**src/rtl/sram_pkg.sv**
```systemverilog
// Shared types and defaults for the 32-bit data port to 16-bit SRAM bridge.
// Imported by the controller and its wait counter.
package sram_pkg;

  localparam int SRAM_ADDR_W     = 18;
  localparam int SRAM_DATA_W     = 16;
  localparam int DEF_ADDR_BASE   = 1024;
  localparam int DEF_WAIT_CYCLES = 2;
  localparam int CNT_W           = 4;

  typedef enum logic [1:0] {
    ST_IDLE,
    ST_LO,
    ST_HI,
    ST_DONE
  } state_e;

endpackage

```
**src/rtl/sram_wait_counter.sv**
```systemverilog
// Per-half wait counter; tc_o marks the last cycle of a half access.
// Clear has priority over enable.
module sram_wait_counter
  import sram_pkg::*;
#(
  parameter int WAIT_CYCLES = DEF_WAIT_CYCLES
) (
  input  logic clk,
  input  logic rst,
  input  logic clear_i,
  input  logic en_i,
  output logic tc_o
);

  logic [CNT_W-1:0] cnt_q;
  logic [CNT_W-1:0] cnt_d;

  always_comb begin
    cnt_d = cnt_q;
    if (clear_i) begin
      cnt_d = '0;
    end else if (en_i) begin
      cnt_d = cnt_q + 1'b1;
    end
  end

  always_ff @(posedge clk or negedge rst) begin
    if (!rst) begin
      cnt_q <= '0;
    end else begin
      cnt_q <= cnt_d;
    end
  end

  assign tc_o = (cnt_q == CNT_W'(WAIT_CYCLES - 1));

endmodule

```
**src/rtl/sram_controller.sv**
```systemverilog
// Splits each 32-bit load/store into two 16-bit SRAM accesses (low half
// first), holding ready low so the pipeline freezes until DONE.
module sram_controller
  import sram_pkg::*;
#(
  parameter int ADDR_BASE   = DEF_ADDR_BASE,
  parameter int WAIT_CYCLES = DEF_WAIT_CYCLES
) (
  input  logic                   clk,
  input  logic                   rst,
  input  logic                   MEM_R_EN,
  input  logic                   MEM_W_EN,
  input  logic [31:0]            address,
  input  logic [31:0]            writeData,
  output logic [31:0]            readData,
  output logic                   ready,
  output logic [SRAM_ADDR_W-1:0] SRAM_ADDR,
  output logic [SRAM_DATA_W-1:0] SRAM_DQ_out,
  output logic                   SRAM_DQ_oe,
  input  logic [SRAM_DATA_W-1:0] SRAM_DQ_in,
  output logic                   SRAM_WE_N
);

  state_e      state_q;
  state_e      state_d;
  logic        wr_q;
  logic [31:0] addr_q;
  logic [31:0] wdata_q;
  logic [31:0] rdata_q;

  logic        req;
  logic        latch;
  logic        cnt_clr;
  logic        cnt_en;
  logic        tc;
  logic [31:0] offset;
  logic        unused_offset;

  assign req = MEM_R_EN | MEM_W_EN;

  sram_wait_counter #(
    .WAIT_CYCLES(WAIT_CYCLES)
  ) u_wait (
    .clk    (clk),
    .rst    (rst),
    .clear_i(cnt_clr),
    .en_i   (cnt_en),
    .tc_o   (tc)
  );

  always_ff @(posedge clk or negedge rst) begin
    if (!rst) begin
      state_q <= ST_IDLE;
    end else begin
      state_q <= state_d;
    end
  end

  always_comb begin
    state_d = state_q;
    latch   = 1'b0;
    cnt_clr = 1'b0;
    cnt_en  = 1'b0;
    unique case (state_q)
      ST_IDLE: begin
        cnt_clr = 1'b1;
        if (req) begin
          state_d = ST_LO;
          latch   = 1'b1;
        end
      end
      ST_LO: begin
        if (tc) begin
          state_d = ST_HI;
          cnt_clr = 1'b1;
        end else begin
          cnt_en = 1'b1;
        end
      end
      ST_HI: begin
        if (tc) begin
          state_d = ST_DONE;
          cnt_clr = 1'b1;
        end else begin
          cnt_en = 1'b1;
        end
      end
      ST_DONE: begin
        cnt_clr = 1'b1;
        state_d = ST_IDLE;
      end
      default: state_d = ST_IDLE;
    endcase
  end

  always_ff @(posedge clk or negedge rst) begin
    if (!rst) begin
      wr_q    <= 1'b0;
      addr_q  <= '0;
      wdata_q <= '0;
      rdata_q <= '0;
    end else begin
      if (latch) begin
        wr_q    <= MEM_W_EN;
        addr_q  <= address;
        wdata_q <= writeData;
      end
      if (tc && !wr_q && state_q == ST_LO) begin
        rdata_q[15:0] <= SRAM_DQ_in;
      end
      if (tc && !wr_q && state_q == ST_HI) begin
        rdata_q[31:16] <= SRAM_DQ_in;
      end
    end
  end

  // Byte offset into SRAM; the two low bits select a byte and are dropped.
  assign offset        = addr_q - 32'(ADDR_BASE);
  assign unused_offset = ^{offset[31:19], offset[1:0]};

  always_comb begin
    ready       = 1'b0;
    SRAM_ADDR   = '0;
    SRAM_DQ_out = '0;
    SRAM_DQ_oe  = 1'b0;
    SRAM_WE_N   = 1'b1;
    unique case (state_q)
      ST_IDLE: ready = ~req;
      ST_LO: begin
        SRAM_ADDR  = {offset[18:2], 1'b0};
        SRAM_WE_N  = ~wr_q;
        SRAM_DQ_oe = wr_q;
        if (wr_q) begin
          SRAM_DQ_out = wdata_q[15:0];
        end
      end
      ST_HI: begin
        SRAM_ADDR  = {offset[18:2], 1'b1};
        SRAM_WE_N  = ~wr_q;
        SRAM_DQ_oe = wr_q;
        if (wr_q) begin
          SRAM_DQ_out = wdata_q[31:16];
        end
      end
      ST_DONE: ready = 1'b1;
      default: ready = 1'b0;
    endcase
  end

  assign readData = rdata_q;

endmodule

```
**config.mk**
```make
export PLATFORM = sky130hd
export DESIGN_NAME = sram_controller
export DESIGN_NICKNAME = d
export VERILOG_FILES = /design/src/rtl/sram_pkg.sv /design/src/rtl/sram_wait_counter.sv /design/src/rtl/sram_controller.sv
export SDC_FILE = /design/constraint.sdc
export NUM_CORES = 1
export LEC_CHECK = 0
export BUFFER_PORTS_ARGS = -buffer_cell sky130_fd_sc_hd__buf_2
export CAP_MARGIN = 20
export CORE_UTILIZATION = 45
export DETAILED_ROUTE_END_ITERATION = 16
export PLACE_DENSITY_LB_ADDON = 0.05
export SLEW_MARGIN = 30
export SYNTH_ARGS = -nofsm -noshare
export SYNTH_HDL_FRONTEND = slang
export SYNTH_SLANG_ARGS = --single-unit
```
**constraint.sdc**
```tcl
create_clock -name clk -period 2.1 [get_ports clk]
set_input_delay 0 -clock clk [delete_from_list [all_inputs] [get_ports clk]]
set_output_delay 0 -clock clk [all_outputs]
set_load 0.01 [all_outputs]
```
# Yosys cells after proc, flatten, opt, wreduce, memory -nomap -nowiden
# Cells that the tools add are included.
# op_classes
eq_ne	7
n_mul	0
n_bitwise	3
n_div	0
shift	0
magnitude_cmp	0
n_mux	19
reduce_logical	9
n_addsub	2
# op_table
cell	count
$pmux W18 S2	1
$mux W16	2
$pmux W16 S2	1
$sub A19 B11 Y19 const B	1
$mux W4	2
$pmux W2 S4	1
$mux W1	7
$mux W2	3
$ne A2 B2 Y1 const B	3
$add A4 B1 Y4 const B	1
$eq A2 B2 Y1 const B	2
$eq A4 B1 Y1 const B	1
$pmux W1 S2	2
$reduce_or A2 Y1	2
$logic_and A1 B1 Y1	3
$reduce_and A3 Y1	1
$eq A2 B1 Y1 const B	1
$logic_not A2 Y1	1
$not A1 Y1	2
$reduce_bool A2 Y1	1
$logic_not A1 Y1	1
$or A1 B1 Y1	1
# totals
ram_bits	0
n_memories	0
elab_cells	47
input_bits	84
reg_bits	90
latch_bits	0
mem_bits_ro	0
output_inout_bits	69

# Logic depth before layout (Yosys ltp)
# depth
ltp_word	5
mapped_depth	7
depth_no_buf	5

# Modules after synthesis
# Synthesis repeated with hierarchy kept, for this count alone.
# unflattened
hier_cells	294
hier_area_um2	3877.5
# modules_own_cells
module	n_inst	cells_per_inst	area_per_inst_um2	seq_area_each_um2
sram_controller	1	274	3656.0	2102.0
sram_wait_counter	1	20	221.5	100.1

# Least setup slack after synthesis
# Ideal clock, no wire load.
# synth_path
path_kind	flip-flop to output port
from	reg state_q[0]
to	out SRAM_DQ_out[0]
stages_incl_launch_ff	7
setup_slack_ns	0.562
n_path_buf	2
t_arrival_ns	1.538
t_required_ns	2.100
path_cell_list	dfrtp_1 > inv_1 > ha_1 > clkbuf_1 > nand2_1 > clkbuf_1 > nor2_1
# synth_via
elab_chain_cells	2
elab_cells_between_ends	3
classes_between	eq/ne: 2; mux: 1
# synth_rtl
element	line_no	text
start: declaration	sram_controller.sv:24	state_e state_q;
start signal: assignment	sram_controller.sv:55	state_q <= state_d;
$eq A2 B2 Y1 / $eq A2 B1 Y1 (equally long branches)	sram_controller.sv:127	unique case (state_q)
$pmux W16 S2 *	sram_controller.sv:127	
end: declaration	sram_controller.sv:18	output logic [SRAM_DATA_W-1:0] SRAM_DQ_out,
# Every way passes the cells marked *; elsewhere a longest branch is shown, timed or not.

# Worst setup path after layout
# layout_path
from	reg state_q[0]
to	out SRAM_ADDR[15]
# layout_via
elab_chain_cells	2
elab_cells_between_ends	3
classes_between	eq/ne: 2; mux: 1
# layout_rtl
element	line_no	text
$eq A2 B2 Y1 / $eq A2 B1 Y1 (equally long branches)	sram_controller.sv:127	
$pmux W18 S2 *	sram_controller.sv:127	
end: declaration	sram_controller.sv:17	output logic [SRAM_ADDR_W-1:0] SRAM_ADDR,
# Marked as above.

==> metrics.cfg <==
[run_status]
status=complete, no violations

[floorplanning]
core_area_mm2=0.008299
fp-row-count=33
ios=153
die_h_um=94.93
die_w_um=94.93
dieArea_mm2=0.009012
initial_utilization_pct=46.83

[clock_tree]
cts-root-buf=clkbuf_8
post_cts_buffers=0
insertion_delay_ps=350
numCtsBuffers=9
cts_tree=done
clkSlewWorstSetupHoldPaths_ps=90
cts_max_level=3
cts_num_sinks=88
cts_buffer_depth=2

[timing]
finalSetupViolations=0
period_share_pct=92.64
holdWs_ps=132.8
clock-skew-final_ps=10.40
finalMaxSlewViolations=0
relSlewSlack_pct=47.90
min_period_ps=1945
rsz0062_at_grt=false
hold_viol=0
tightest_slew_ps=778.6
final.setup.tns_ps=0
clock.fmax_mhz=514.0

[grt]
grt-ovfl-total=0
grt_pass1_vias=2946
grt_max_degree=56
grt_first_pass_wirelength_mm=13.37
antenna_found_initial=0
grt_use_total_pct=19.36

[setup_path]
start_kind=flip-flop
cp.arrival_ps=1950
slowest_delay_ps=460
cp_cell_sequence=inv_1 -> ha_1 -> o21ai_2 -> a211o_1 -> nand2_1 -> buf_2
cp_max_fo=8
slowest_stage=ha_1
end_kind=output pin
crit_type=flip-flop to output pin
crit_required_ps=2100

[route]
drtAntennaViolNets=0
routed_wl_mm=8.477
drc=0
vias=3006
drtIter0Drc=73
drt-pass1-iter-count=4
vias_per_cell=4.904
wire_per_inst_um=13.83

[cells_and_area]
fin_util_pct=67.93
area_growth_pct=45.07
drive_gt1_share_pct=49.80
fin_nets=594
antenna_cells=0

[placed_design]
dp_hpwl_mm=5.620
io_buffer_count=137
place.gp.congestion=0.7746

[synth]
synthArstFlopShare_pct=100.0
synth_fp_nets=384
syn_inst=293
synth_edf_count=0
yosys_warnings=0
ys_ff_latch=88
ys_seq_area_share_pct=56.66
syn_area_mm2=0.003886
ys.flop_type=dfrtp_1
avgSynthCellArea_um2=13.26
synth.distinct_cells=35

[power]
power_density_mw_per_mm2=1411
max-vdd-ir-drop_mv=0.6343
power_mw=7.958
p_leak_nw=2.697

[worst_hold_path]
hold_class=primary input to asynchronous set/reset pin

[run]
drv_cap=0

-- routing by layer --
layer	vias to the layer above	wire [um]	GRT usage, %
li1	1448	-	-
met1	1451	3688	22.95
met2	91	4173	33.57
met3	16	467	4.428
met4	0	148	8.207
met5	-	0	0
-- metrics by stage --
stage,area (um^2),cells,worst slack [ps]
2_1_floorplan,3886,293,561.8
3_3_place_gp,4746,530,319.8
3_5_place_dp,4746,530,311.5
4_1_cts,5623,613,2.675
5_1_grt,5638,613,4.034
6_report,5638,613,154.6
-- kinds of logic (layout without fill, tap and decap cells) --
logic type	count (synthesis)	after routing	synth area share (%)
adders and majority gates	7	7	2.254
AOI/OAI and AO/OA	27	27	5.023
DFF	88	88	56.66
xor gates and xnor gates	4	4	0.9014
muxes	83	83	24.02
buffers and inverters	22	237	2.737
and+or+nand+nor	62	62	8.403
-- power by group --
group / internal, mW / switching, mW / leakage [nW]
clock network: 0.587 / 0.605 / 0.0989
registers: 2.55 / 0.476 / 1.04
logic: 1.99 / 1.75 / 1.56
total: 5.13 / 2.83 / 2.70
-- worst max-delay path, delay by kind of cell (launching register included) --
kind	cells	cell delay [ps]
compound gates	2	490
fa+ha+maj	1	460
flops	1	390
buf+inv	2	210
simple gates	1	50
-- repair_timing --
action / in CTS / in global routing
endpoints found under the setup margin: 2 / 5
hold buffers: 67 / 0
hold endpoints to repair: 115 / 0
gates resized for setup: 1 / 4
cloned: 0 / 0
-- cells in the final DEF, fill, tap and decap left out, drive strengths merged, types with 2 or more instances in the layout --
cell type and count:
clkinvlp 2, dlygate4sd3 67, nand4 3, and2 9
ha 7, nand2b 3, dfrtp 88, xnor2 4
o21ai 2, a211o 2, clkinv 2, nor2 25
nor3b 2, clkbuf 10, buf 146, a22oi 16
nand2 10, nor3 2, a21oi 2, mux2 82
inv 9
-- area by class of cell --
| type | count | area [um^2] |
|---|---|---|
| Inverter | 8 | 30.03 |
| Tap cell | 105 | 131.4 |
| Fill cell | 664 | 2661 |
| Timing Repair Buffer | 213 | 1464 |
| Clock buffer | 10 | 137.6 |
| Sequential cell | 88 | 2202 |
| Multi-Input combinational cell | 183 | 1605 |
| Clock inverter | 6 | 67.56 |
-- final timing paths --
path / start / end / slack [ps] / cells past startpoint
min reg2reg: addr_q[9] / addr_q[9] / 500 / 1
max in group asynchronous: rst / wdata_q[26] / 1320 / 3
min in group clk: MEM_R_EN / state_q[0] / 190 / 4
min: rst / addr_q[2] / 130 / 2
max reg2reg: state_q[0] / wdata_q[29] / 330 / 5
max: state_q[0] / SRAM_ADDR[15] / 150 / 6
-- registers in the layout (all words and copies together), names as in the netlist --
name          flops
wdata_q          32
state_q           2
readData         32
u_wait.cnt_q      4
addr_q           17
wr_q              1
-- Yosys cell counts (3+ instances only) --
cell / instances / area share, %
xnor2_1: 4 / 0.90
inv_1: 8 / 0.77
mux2_2: 82 / 24
nand2_1: 8 / 0.77
dfrtp_1: 88 / 57
buf_2: 7 / 0.90
nand4_1: 3 / 0.48
clkbuf_1: 3 / 0.29
ha_1: 7 / 2.3
and2_1: 9 / 1.4
a22oi_1: 16 / 3.1
nand2b_1: 3 / 0.48
nor2_1: 25 / 2.4
Power figures use the tool's default switching activity.
